--- config.mk ---
export PLATFORM = sky130hd
export DESIGN_NAME = gpio_irq_ctrl
export DESIGN_NICKNAME = d
export VERILOG_FILES = /design/src/rtl/gpio_pkg.sv /design/src/rtl/gpio_prio_enc.sv /design/src/rtl/gpio_irq_ctrl.sv
export SDC_FILE = /design/constraint.sdc
export NUM_CORES = 1
export LEC_CHECK = 0
export CELL_PAD_IN_SITES_DETAIL_PLACEMENT = 1
export CELL_PAD_IN_SITES_GLOBAL_PLACEMENT = 2
export CORE_ASPECT_RATIO = 0.5
export CORE_UTILIZATION = 37
export CTS_BUF_LIST = sky130_fd_sc_hd__clkbuf_4
export CTS_CLUSTER_DIAMETER = 200
export DETAILED_ROUTE_END_ITERATION = 6
export DONT_BUFFER_PORTS = 1
export PLACE_DENSITY_LB_ADDON = 0.05
export SLEW_MARGIN = 5
export SYNTH_ARGS = -nofsm -noshare
export SYNTH_HDL_FRONTEND = slang
export SYNTH_SLANG_ARGS = --single-unit
--- constraint.sdc ---
create_clock -name PCLK -period 1.56 [get_ports PCLK]
set_clock_uncertainty 0.05 [all_clocks]
set_input_delay 0.468 -clock PCLK [delete_from_list [all_inputs] [get_ports PCLK]]
set_output_delay 0.468 -clock PCLK [all_outputs]
set_load 0.005 [all_outputs]
--- src/rtl/gpio_pkg.sv ---
// Shared definitions for the GPIO interrupt controller slice.
package gpio_pkg;

   // Default pin count for GPIO blocks in this codebase.
   localparam int GPIO_N_GPIOS = 8;

   // Interrupt controller service states.
   typedef enum logic [1:0] {
      GPIO_IRQ_IDLE = 2'd0,
      GPIO_IRQ_PEND = 2'd1,
      GPIO_IRQ_SERV = 2'd2
   } gpio_irq_state_e;

endpackage

--- src/rtl/gpio_prio_enc.sv ---
// Lowest-index priority encoder: reports whether any request is set and the
// index of the lowest set bit (0 when none is set).
module gpio_prio_enc #(
   parameter int N   = 8,
   parameter int IDW = (N > 1) ? $clog2(N) : 1
) (
   input  logic [N-1:0]   req,
   output logic           valid,
   output logic [IDW-1:0] idx
);

   // Scan from the top down so the lowest set bit is the last one written.
   always_comb begin
      valid = |req;
      idx   = '0;
      for (int i = N - 1; i >= 0; i--) begin
         if (req[i]) begin
            idx = IDW'(i);
         end
      end
   end

endmodule

--- src/rtl/gpio_irq_ctrl.sv ---
// GPIO interrupt controller: latches per-pin pulses into pending bits, masks
// them, and hands the lowest eligible pin to the CPU through a claim/complete
// handshake guarded by a service watchdog. One interrupt in service at a time.
module gpio_irq_ctrl
   import gpio_pkg::*;
#(
   parameter int N_GPIOS = GPIO_N_GPIOS,
   parameter int TIMEOUT = 1024,
   parameter int IDW     = (N_GPIOS > 1) ? $clog2(N_GPIOS) : 1
) (
   input  logic               PCLK,
   input  logic               PRESET,
   input  logic [N_GPIOS-1:0] irq_i,
   input  logic [N_GPIOS-1:0] mask_i,
   output logic               irq_o,
   output logic [N_GPIOS-1:0] pending_o,
   input  logic               claim_req_i,
   output logic               claim_ack_o,
   output logic               claim_valid_o,
   output logic [IDW-1:0]     claim_id_o,
   input  logic               complete_i,
   input  logic [IDW-1:0]     complete_id_i,
   input  logic               clear_i,
   output logic               err_o,
   output logic               timeout_o
);

   // Watchdog counter only needs to reach TIMEOUT-1; a zero TIMEOUT disables it.
   localparam int             WDW     = (TIMEOUT > 1) ? $clog2(TIMEOUT) : 1;
   localparam logic [WDW-1:0] WD_LAST = WDW'((TIMEOUT > 0) ? (TIMEOUT - 1) : 0);

   gpio_irq_state_e      state_q;
   gpio_irq_state_e      state_n;
   logic [N_GPIOS-1:0]   pending_q;
   logic [N_GPIOS-1:0]   pending_n;
   logic [N_GPIOS-1:0]   elig;
   logic [N_GPIOS-1:0]   claim_clr;
   logic [IDW-1:0]       svc_id_q;
   logic [WDW-1:0]       wd_q;
   logic                 wd_exp;
   logic                 enc_valid;
   logic [IDW-1:0]       enc_idx;
   logic                 claim_ok;
   logic                 cmp_match;
   logic                 wd_fire;
   logic                 err_set;

   assign elig = pending_q & mask_i;

   gpio_prio_enc #(
      .N   (N_GPIOS),
      .IDW (IDW)
   ) u_prio_enc (
      .req   (elig),
      .valid (enc_valid),
      .idx   (enc_idx)
   );

   assign wd_exp = (TIMEOUT != 0) && (state_q == GPIO_IRQ_SERV) && (wd_q == WD_LAST);

   // Next-state decode: claims are only honoured outside SERV; in SERV a
   // matching completion takes precedence over a watchdog expiry.
   always_comb begin
      state_n   = state_q;
      claim_ok  = 1'b0;
      cmp_match = 1'b0;
      wd_fire   = 1'b0;
      case (state_q)
         GPIO_IRQ_IDLE: begin
            if (claim_req_i && enc_valid) begin
               claim_ok = 1'b1;
               state_n  = GPIO_IRQ_SERV;
            end else if (enc_valid) begin
               state_n = GPIO_IRQ_PEND;
            end
         end
         GPIO_IRQ_PEND: begin
            if (claim_req_i && enc_valid) begin
               claim_ok = 1'b1;
               state_n  = GPIO_IRQ_SERV;
            end else if (!enc_valid) begin
               state_n = GPIO_IRQ_IDLE;
            end
         end
         GPIO_IRQ_SERV: begin
            if (complete_i && (complete_id_i == svc_id_q)) begin
               cmp_match = 1'b1;
               state_n   = GPIO_IRQ_IDLE;
            end else if (wd_exp) begin
               wd_fire = 1'b1;
               state_n = GPIO_IRQ_IDLE;
            end
         end
         default: state_n = GPIO_IRQ_IDLE;
      endcase
   end

   // Any completion that does not close the current service is an error.
   assign err_set = complete_i && !cmp_match;

   // A fresh pulse beats the claim clear on the same bit.
   always_comb begin
      claim_clr = '0;
      if (claim_ok) begin
         claim_clr = N_GPIOS'(1) << enc_idx;
      end
      pending_n = (pending_q & ~claim_clr) | irq_i;
   end

   // State, pending bits and in-service id.
   always_ff @(posedge PCLK) begin
      if (PRESET) begin
         state_q   <= GPIO_IRQ_IDLE;
         pending_q <= '0;
         svc_id_q  <= '0;
      end else begin
         state_q   <= state_n;
         pending_q <= pending_n;
         if (claim_ok) begin
            svc_id_q <= enc_idx;
         end
      end
   end

   // Watchdog counts consecutive SERV cycles and restarts whenever SERV is left.
   always_ff @(posedge PCLK) begin
      if (PRESET) begin
         wd_q <= '0;
      end else if ((state_q == GPIO_IRQ_SERV) && (state_n == GPIO_IRQ_SERV)) begin
         wd_q <= wd_q + 1'b1;
      end else begin
         wd_q <= '0;
      end
   end

   // Registered one-cycle claim response; an empty claim returns id 0.
   always_ff @(posedge PCLK) begin
      if (PRESET) begin
         claim_ack_o   <= 1'b0;
         claim_valid_o <= 1'b0;
         claim_id_o    <= '0;
      end else begin
         claim_ack_o   <= claim_req_i;
         claim_valid_o <= claim_ok;
         claim_id_o    <= claim_ok ? enc_idx : '0;
      end
   end

   // Sticky flags: a new event in the same cycle as clear_i keeps the flag set.
   always_ff @(posedge PCLK) begin
      if (PRESET) begin
         err_o     <= 1'b0;
         timeout_o <= 1'b0;
      end else begin
         err_o     <= err_set | (err_o & ~clear_i);
         timeout_o <= wd_fire | (timeout_o & ~clear_i);
      end
   end

   assign irq_o     = (state_q == GPIO_IRQ_PEND);
   assign pending_o = pending_q;

endmodule
Word-level counts from Yosys, hierarchy flattened
Index checks and enable logic that the tools add are counted.
{"block": "word_totals", "register_bits": 30, "output_inout_bits": 16, "elab_cells": 61, "inputBits": 24}
{"block": "classes", "shift": 1, "n_eq_ne": 5, "mux": 23, "n_reduce_logical": 11, "addsub": 1, "n_bitwise": 11}
{"op": "2-to-1 mux 3 bit", "count": 8}
{"op": "bitwise AND 8 bit", "count": 2}
{"op": "2-to-1 mux 2 bit", "count": 6}
{"op": "adder 10 x 1 -> 10 bit (second input constant)", "count": 1}
{"op": "== test 10 bit (second input constant)", "count": 1}
{"op": "2-to-1 mux 8 bit", "count": 1}
{"op": "NOT 8 bit", "count": 1}
{"op": "bitwise OR 8 bit", "count": 1}
{"op": "OR reduction 8 bit", "count": 1}
{"op": "left shift 1 x 3 -> 8 bit (first input constant)", "count": 1}
{"op": "2-to-1 mux 1 bit", "count": 7}
{"op": "case mux 2 bit (3 select lines)", "count": 1}
{"op": "OR reduction 2 bit", "count": 3}
{"op": "logical AND 1 bit", "count": 5}
{"op": "== test 2 bit (second input constant)", "count": 2}
{"op": "== test 3 bit", "count": 1}
{"op": "NOT 1 bit", "count": 3}
{"op": "bitwise AND 1 bit", "count": 2}
{"op": "== test 2 x 1 -> 1 bit (second input constant)", "count": 1}
{"op": "logical NOT 2 bit", "count": 1}
{"op": "bitwise OR 1 bit", "count": 2}
{"op": "logical NOT 1 bit", "count": 1}

Logic depth before layout (Yosys ltp)
Gate-level depths: netlist of run 1.
{"block": "logic_depth", "ltp_word": 14, "depth_mapped": 5, "ltp_nobuf": 5}

Modules after synthesis
A second synthesis of run 1 with hierarchy kept.
{"block": "unflattened", "hier_cells": 144, "area_unflattened_um2": 1327.5}
{"module": "gpio_irq_ctrl", "instances": 1, "seq_area_each_um2": 600.6, "cells_each": 131, "area_per_inst_um2": 1246.2}
{"module": "gpio_prio_enc", "instances": 1, "seq_area_each_um2": 0.0, "cells_each": 13, "area_per_inst_um2": 81.3}

Least setup slack after synthesis of run 1
OpenSTA, ideal clock, no wires.
{"block": "synth_timing", "kind": "in2reg", "from": "input port mask_i[0]", "to": "register pending_q[5] (netlist: pending_o[5])", "arrival_time_ps": 1259, "required_ps": 1385, "path_slack_ps": 126, "path_buffers": 0, "setup_ps": 125, "stages": 4, "path_cell_list": "nand2_1 > nand3_1 > a2bb2oi_2 > o41a_1"}
{"block": "synth_between", "elab_chain_cells": 9, "elab_cells_between_ends": 11, "classes_between": "shift: 1; mux: 4; bitwise: 4; reduce/logical: 2"}
{"element": "start: declaration", "line_no": "gpio_irq_ctrl.sv:14", "rtl": "input logic [N_GPIOS-1:0] mask_i,"}
{"element": "bitwise AND 8 bit *", "line_no": "gpio_irq_ctrl.sv:48", "rtl": "assign elig = pending_q & mask_i;"}
{"element": "OR reduction 8 bit", "line_no": "gpio_prio_enc.sv:14", "rtl": "valid = |req;"}
{"element": "logical AND 1 bit", "line_no": "gpio_irq_ctrl.sv:70, gpio_irq_ctrl.sv:78"}
{"element": "2-to-1 mux 1 bit", "line_no": "gpio_irq_ctrl.sv:70, gpio_irq_ctrl.sv:78"}
{"element": "2-to-1 mux 1 bit"}
{"element": "2-to-1 mux 8 bit *", "line_no": "gpio_irq_ctrl.sv:104", "rtl": "if (claim_ok) begin"}
{"element": "NOT 8 bit *", "line_no": "gpio_irq_ctrl.sv:107", "rtl": "pending_n = (pending_q & ~claim_clr) | irq_i;"}
{"element": "bitwise AND 8 bit *", "line_no": "gpio_irq_ctrl.sv:107"}
{"element": "bitwise OR 8 bit *", "line_no": "gpio_irq_ctrl.sv:107"}
{"element": "end signal: assignment", "line_no": "gpio_irq_ctrl.sv:118", "rtl": "pending_q <= pending_n;"}
{"element": "end: declaration", "line_no": "gpio_irq_ctrl.sv:34", "rtl": "logic [N_GPIOS-1:0] pending_q;"}
Mark *: on every way between the ends. The rest lies on a longest branch, timed or not.
A chain may end at the register's enable or synchronous reset.

Worst setup path after layout of run 1
{"block": "layout_timing", "from": "register pending_q[2] (netlist: pending_o[2])", "to": "register pending_q[7] (netlist: pending_o[7])"}
{"block": "layout_between", "elab_chain_cells": 9, "elab_cells_between_ends": 13, "classes_between": "shift: 1; mux: 6; bitwise: 4; reduce/logical: 2"}
{"element": "bitwise AND 8 bit *", "line_no": "gpio_irq_ctrl.sv:48"}
{"element": "OR reduction 8 bit or 2-to-1 mux 3 bit (tied branches)", "line_no": "gpio_prio_enc.sv:14, gpio_prio_enc.sv:17"}
{"element": "logical AND 1 bit or 2-to-1 mux 3 bit (tied branches)", "line_no": "gpio_irq_ctrl.sv:70, gpio_irq_ctrl.sv:78, gpio_prio_enc.sv:17"}
{"element": "2-to-1 mux 1 bit or 2-to-1 mux 3 bit (tied branches)", "line_no": "gpio_irq_ctrl.sv:70, gpio_irq_ctrl.sv:78, gpio_prio_enc.sv:17"}
{"element": "2-to-1 mux 1 bit or left shift 1 x 3 -> 8 bit (tied branches)"}
{"element": "2-to-1 mux 8 bit *", "line_no": "gpio_irq_ctrl.sv:104"}
{"element": "NOT 8 bit *", "line_no": "gpio_irq_ctrl.sv:107"}
{"element": "bitwise AND 8 bit *", "line_no": "gpio_irq_ctrl.sv:107"}
{"element": "bitwise OR 8 bit *", "line_no": "gpio_irq_ctrl.sv:107"}
Marked as above.

==> summary.txt, run 1 <==
layout cell share with drive strength beyond 1 - 0.149
initial antenna violation count - 0
routed via count - 1101
Synth Area in Simple Gates - 0.275
Hold EP - pending_o[7]
clk root buf - clkbuf_4
commonest non-fill, non-tap cell in the layout - dfxtp_1
count of final hold-check violations - 0
clk sinks - 30
Initial Utilization - 0.415
first-pass GRT wire length - 5330 µm
final period utilization - 0.938
Crit Path Category - flip-flop to flip-flop
mux cell area share after synthesis - 0
I/O Buffers - 0
Die Y - 44.5 µm
FP Rows - 14
die width - 87.0 µm
Synthesized Nets - 173
DRC viols - 0
CP arrival - 1.63 ns
Final Core Density - 0.464
Compound-Gate Fraction of Synth Area - 0.175
CTS tree - done
most frequent cells in the layout - dfxtp_1 (30), nor2_1 (21), nand2_1 (14)
routability cong. - 0.739
Avg Synthesized Cell Area - 9.04 µm²
latest clock arrival within the worst-skew pair - 0.32 ns
Clock transition at path regs - 0.10 ns
final setup TNS - 0 ns
post-CTS setup buffers - 0
global route overflow - 0
vias in the first global route - 1150
number of synthesized flops with an enable pin - 0
crit-path max FO - 5
Area growth, synth to finish - 11.9%
Max Slew Vio Count - 0
reg-to-reg critical path endpoint - pending_o[7]
length in cells of the worst reg-to-reg path - 4
synthesized-area fraction occupied by adder cells - 0.00935
total track usage - 0.190
startpoint type of the worst setup path - flip-flop
#FFs+latches synth - 30
maximum clock path buffer count - 2
WL/cell - 15.4 µm
CP endpoint kind - flip-flop
Max-Slew Margin vs Limit - 0.779
crit-path cells - a22oi_1 -> nand3_1 -> nor4_1 -> a211oi_1
RSZ-0062 raised after global routing - no
maxcap violations - 0
H-tree depth - 2
die area - 3870 µm²
# fillers - 391
Worst Tran Pin Value - 0.331 ns
CTS Buf Count - 5
status - complete, no violations
Synth Cell Area - 1340 µm²
Ant. Diodes - 0
Async SR Flop Fraction - 0
dpl hpwl - 2490 µm
Tmin final - 1.46 ns
worst r2r src - pending_o[2]
Max stage delay on crit path - 0.38 ns
Peak VDD IR - 0.292 mV
top_reg_cell synth - dfxtp_1
drt initial violations - 17
XOR/XNOR share of the synthesized area - 0.0720
Cells after Synth - 148
TritonRoute pass-1 iters - 4
final setup fails - 0
Yosys cell types - 38
Final ANT Viol Nets - 0
final WL - 3210 µm
hold path startpoint - PRESET
CTS resizes - 0
Slowest-stage cell, CP - dfxtp_1
largest family of logic cells by synthesized area - simple AND/OR/NAND/NOR gates
PwrDens - 1010 nW/µm²
core box area - 3220 µm²
Hold-fix buffers, CTS - 0
CP required - 1.73 ns
vias per std cell - 5.27
Hold Crit Class - input pin to flip-flop
f_max - 683 MHz
total power draw - 1.51 mW
yosys warns - 0
Pleak - 0.568 nW
IO Pins - 40
R2R setup slack - 0.1 ns
final net count - 185
hold path depth - 1
maximum number of pins on one net before global-route repair - 19
Seq/Total Area, Yosys - 0.449
==> power breakdown <==
part | leakage (nW) | switching [mW] | total [mW] | internal (mW)
clock | 0.0331 | 0.265 | 0.451 | 0.187
combinational | 0.289 | 0.111 | 0.212 | 0.101
sequential | 0.246 | 0.0403 | 0.847 | 0.807
total | 0.568 | 0.416 | 1.51 | 1.09
==> synthesized netlist by cell type (2+ instances only) <==
| master | count | area [µm²] |
|---|---|---|
| dfxtp_1 | 30 | 601 |
| nor2_1 | 21 | 78.8 |
| nand2_1 | 14 | 52.6 |
| nand3_1 | 9 | 45.0 |
| xor2_1 | 7 | 61.3 |
| a21oi_1 | 6 | 30.0 |
| inv_1 | 5 | 18.8 |
| o21ai_0 | 5 | 25.0 |
| nand2b_1 | 4 | 25.0 |
| xnor2_1 | 4 | 35.0 |
| a211oi_1 | 3 | 22.5 |
| and3_1 | 3 | 18.8 |
| nand4_1 | 3 | 18.8 |
| nor2b_1 | 3 | 18.8 |
| nor3_1 | 3 | 15.0 |
| nor4_1 | 3 | 18.8 |
| a22o_2 | 2 | 20.0 |
| a22o_4 | 2 | 35.0 |
| clkbuf_1 | 2 | 7.51 |
==> kinds of logic (layout without fill, tap and decap cells) <==
logic type	count (synthesis)	count (layout)
adder cells (fa/ha/maj)	1	1
XOR/XNOR	11	11
buffers and inverters	7	20
flip-flops	30	30
AND/OR/NAND/NOR	70	70
AO/OA/AOI/OAI	29	29
==> metal layers <==
metal  wire length [µm]  GRT usage  vias to the layer above
met4                 11     0.0600                        0
met2               1460      0.315                       20
li1                   -          -                      555
met1               1580      0.224                      524
met3                165     0.0840                        2
met5                  0          0                        -
==> worst max-delay path, delay by kind of cell, from the launching register on <==
| kind | cells | cell delay [ns] |
|---|---|---|
| flops | 1 | 0.38 |
| compound gates | 2 | 0.45 |
| simple gates | 2 | 0.47 |
==> state kept, by name, summed over array words and instances (netlist names) <==
register and cells:
claim_ack_o 1, state_q 2, claim_valid_o 1, wd_q 10, claim_id_o 3, timeout_o 1, svc_id_q 3, err_o 1
pending_o 8
==> stage by stage <==
| stage | instances | setup WS [ns] | hold WS [ns] | cell area, µm² |
|---|---|---|---|---|
| after detailed placement | 201 | 0.0500 | 0.427 | 1440 |
| after global routing | 209 | 0.00341 | 0.115 | 1500 |
| final | 209 | 0.0968 | 0.150 | 1500 |
| after global placement | 201 | 0.0643 | 0.404 | 1440 |
| after floorplan | 148 | 0.126 | 0.388 | 1340 |
| after CTS | 209 | 0.111 | 0.137 | 1500 |
==> layout make-up <==
type,instances,area [µm²],share of cell area
Clock buffer,6,45.0,0.0301
Clock inverter,2,8.76,0.00585
Inverter,5,18.8,0.0125
Multi-Input combinational cell,111,711,0.475
Sequential cell,30,601,0.401
Tap cell,48,60.1,0.0401
Timing Repair Buffer,7,52.6,0.0351
==> how the worst max path moves through the flow <==
stage / start / endpoint / slack (ns) / cells after the start
2_1_floorplan: mask_i[0] / pending_o[5] / 0.13 / 4
3_3_place_gp: mask_i[4] / svc_id_q[0] / 0.06 / 4
3_5_place_dp: mask_i[4] / svc_id_q[0] / 0.05 / 4
4_1_cts: pending_o[4] / svc_id_q[0] / 0.11 / 4
5_1_grt: pending_o[4] / svc_id_q[0] / 0.003 / 4
6_report: pending_o[2] / pending_o[7] / 0.1 / 4
Note: power is estimated with default switching activity, not from simulation.
==> run 2: changes to the inputs <==
--- a/config.mk
+++ b/config.mk
@@ -5,12 +5,13 @@
 export SDC_FILE = /design/constraint.sdc
 export NUM_CORES = 1
 export LEC_CHECK = 0
+export CAP_MARGIN = 20
 export CELL_PAD_IN_SITES_DETAIL_PLACEMENT = 1
 export CELL_PAD_IN_SITES_GLOBAL_PLACEMENT = 2
 export CORE_ASPECT_RATIO = 0.5
 export CORE_UTILIZATION = 37
 export CTS_BUF_LIST = sky130_fd_sc_hd__clkbuf_4
-export CTS_CLUSTER_DIAMETER = 200
+export CTS_CLUSTER_DIAMETER = 150
 export DETAILED_ROUTE_END_ITERATION = 6
 export DONT_BUFFER_PORTS = 1
 export PLACE_DENSITY_LB_ADDON = 0.05
==> constraint.sdc (replaced) <==
create_clock -name PCLK -period 1.56 [get_ports PCLK]
set_clock_uncertainty 0.05 [all_clocks]
set_input_delay 0.468 -clock PCLK [delete_from_list [all_inputs] [get_ports PCLK]]
set_output_delay 0.468 -clock PCLK [all_outputs]
set_load 0.02 [all_outputs]
==> run 2 against run 1 <==
  * Via count increased by 3.0%
  * Critical path depth decreased by 3
  * Worst setup slack gained 0.012 ns
  * Fmax increased by 0.81%
  * Register-to-register slack improved by 0.04 ns
  * Hold slack worse by 0.0013 ns
  * First-iteration DRC count decreased by 24%
  * Cell area grew 3.7%
==> summary.txt, run 2 (synthesis results as in run 1) <==
Largest delay share family, worst path - flip-flops
hold path startpoint - PRESET
Max Slew Vio Count - 0
core box area - 3220 µm²
Final ANT Viol Nets - 0
post-CTS setup buffers - 0
final net count - 192
commonest non-fill, non-tap cell in the layout - dfxtp_1
hold slack - 0.148 ns
vias per std cell - 5.25
routed via count - 1134
Largest Register - wd_q
Hold EP - pending_o[3]
Tmin final - 1.45 ns
f_max - 689 MHz
hold path depth - 1
CP bufs+invs - 1
dpl hpwl - 2390 µm
Initial Utilization - 0.415
worst r2r src - pending_o[4]
CP endpoint kind - primary output
PwrDens - 1010 nW/µm²
layout cell share with drive strength beyond 1 - 0.190
global route overflow - 0
total track usage - 0.178
H-tree depth - 2
FP Rows - 14
crit-path max FO - 4
clk sinks - 30
total power draw - 1.57 mW
Die Y - 44.5 µm
Hold Crit Class - input pin to flip-flop
Crit Path Category - flip-flop to primary output
CP arrival - 0.93 ns
clk root buf - clkbuf_4
crit-path cells - buf_4
drt initial violations - 13
most frequent cells in the layout - dfxtp_1 (30), nor2_1 (21), nand2_1 (14), buf_4 (14), nand3_1 (9)
maximum number of pins on one net before global-route repair - 19
Area growth, synth to finish - 16.0%
die area - 3870 µm²
TritonRoute pass-1 iters - 4
Pleak - 0.604 nW
CP required - 1.04 ns
IO Pins - 40
routability cong. - 0.733
Worst Tran Pin Value - 0.321 ns
CTS tree - done
length in cells of the worst reg-to-reg path - 4
final worst setup slack - 0.109 ns
CTS Buf Count - 5
maximum clock path buffer count - 2
Final Core Density - 0.481
final setup TNS - 0 ns
Peak VDD IR - 0.308 mV
final period utilization - 0.930
first-pass GRT wire length - 5000 µm
Ant. Diodes - 0
maxcap violations - 0
latest clock arrival within the worst-skew pair - 0.33 ns
die width - 87.0 µm
count of final hold-check violations - 0
Max-Slew Margin vs Limit - 0.786
reg-to-reg critical path endpoint - svc_id_q[0]
WL/cell - 14.6 µm
max FFs per register - 10
DRC viols - 0
status - complete, no violations
RSZ-0062 raised after global routing - no
Clock transition at path regs - 0.10 ns
initial antenna violation count - 0
startpoint type of the worst setup path - flip-flop
Slowest-stage cell, CP - dfxtp_1
I/O Buffers - 0
vias in the first global route - 1105
final setup fails - 0
R2R setup slack - 0.14 ns
Setup WS pre-CTS - 0.0468 ns
final WL - 3160 µm
Max stage delay on crit path - 0.42 ns
-- run 2: cell types whose count changed in the layout (fill, tap and decap cells not counted) --
cell     change
nor2b_2      +1
buf_4        +7
nor2b_1      -1
-- run 2: final cells by class --
type,count,area (µm²)
Fill cell,403,1670
Inverter,5,18.8
Multi-Input combinational cell,111,713
Clock inverter,2,8.76
Clock buffer,6,45.0
Timing Repair Buffer,14,105
Sequential cell,30,601
Tap cell,48,60.1
-- run 2: report_power, final --
group	total [mW]	switching [mW]	leakage, nW	internal, mW
logic	0.256	0.140	0.325	0.116
registers	0.851	0.0439	0.246	0.807
clock network	0.463	0.277	0.0331	0.187
-- run 2: worst max path at each step --
stage	start	to	slack, ns	depth (start not counted)
floorplan	mask_i[0]	pending_o[5]	0.13	4
global placement	mask_i[4]	svc_id_q[0]	0.08	4
detailed placement	mask_i[4]	svc_id_q[0]	0.05	4
CTS	state_q[1]	irq_o	0.09	1
global route	pending_o[3]	pending_o[3]	0.06	1
finish	pending_o[3]	pending_o[3]	0.11	1
-- run 2: layer usage --
layer | routed length, µm | up-vias | GRT usage
li1 | - | 568 | -
met3 | 180 | 2 | 0.0802
met2 | 1390 | 20 | 0.280
met4 | 13 | 0 | 0.0600
met1 | 1570 | 544 | 0.219
met5 | 0 | - | 0
-- run 2: per-stage QoR --
| stage | std cells | cell area [µm²] |
|---|---|---|
| 2_1_floorplan | 148 | 1340 |
| 3_3_place_gp | 208 | 1500 |
| 3_5_place_dp | 208 | 1500 |
| 4_1_cts | 216 | 1550 |
| 5_1_grt | 216 | 1550 |
| 6_report | 216 | 1550 |
-- run 2: timing repair --
action / CTS / global route
gates resized for setup: 1 / 0
setup endpoints to repair: 1 / 0
hold buffers: 0 / 0
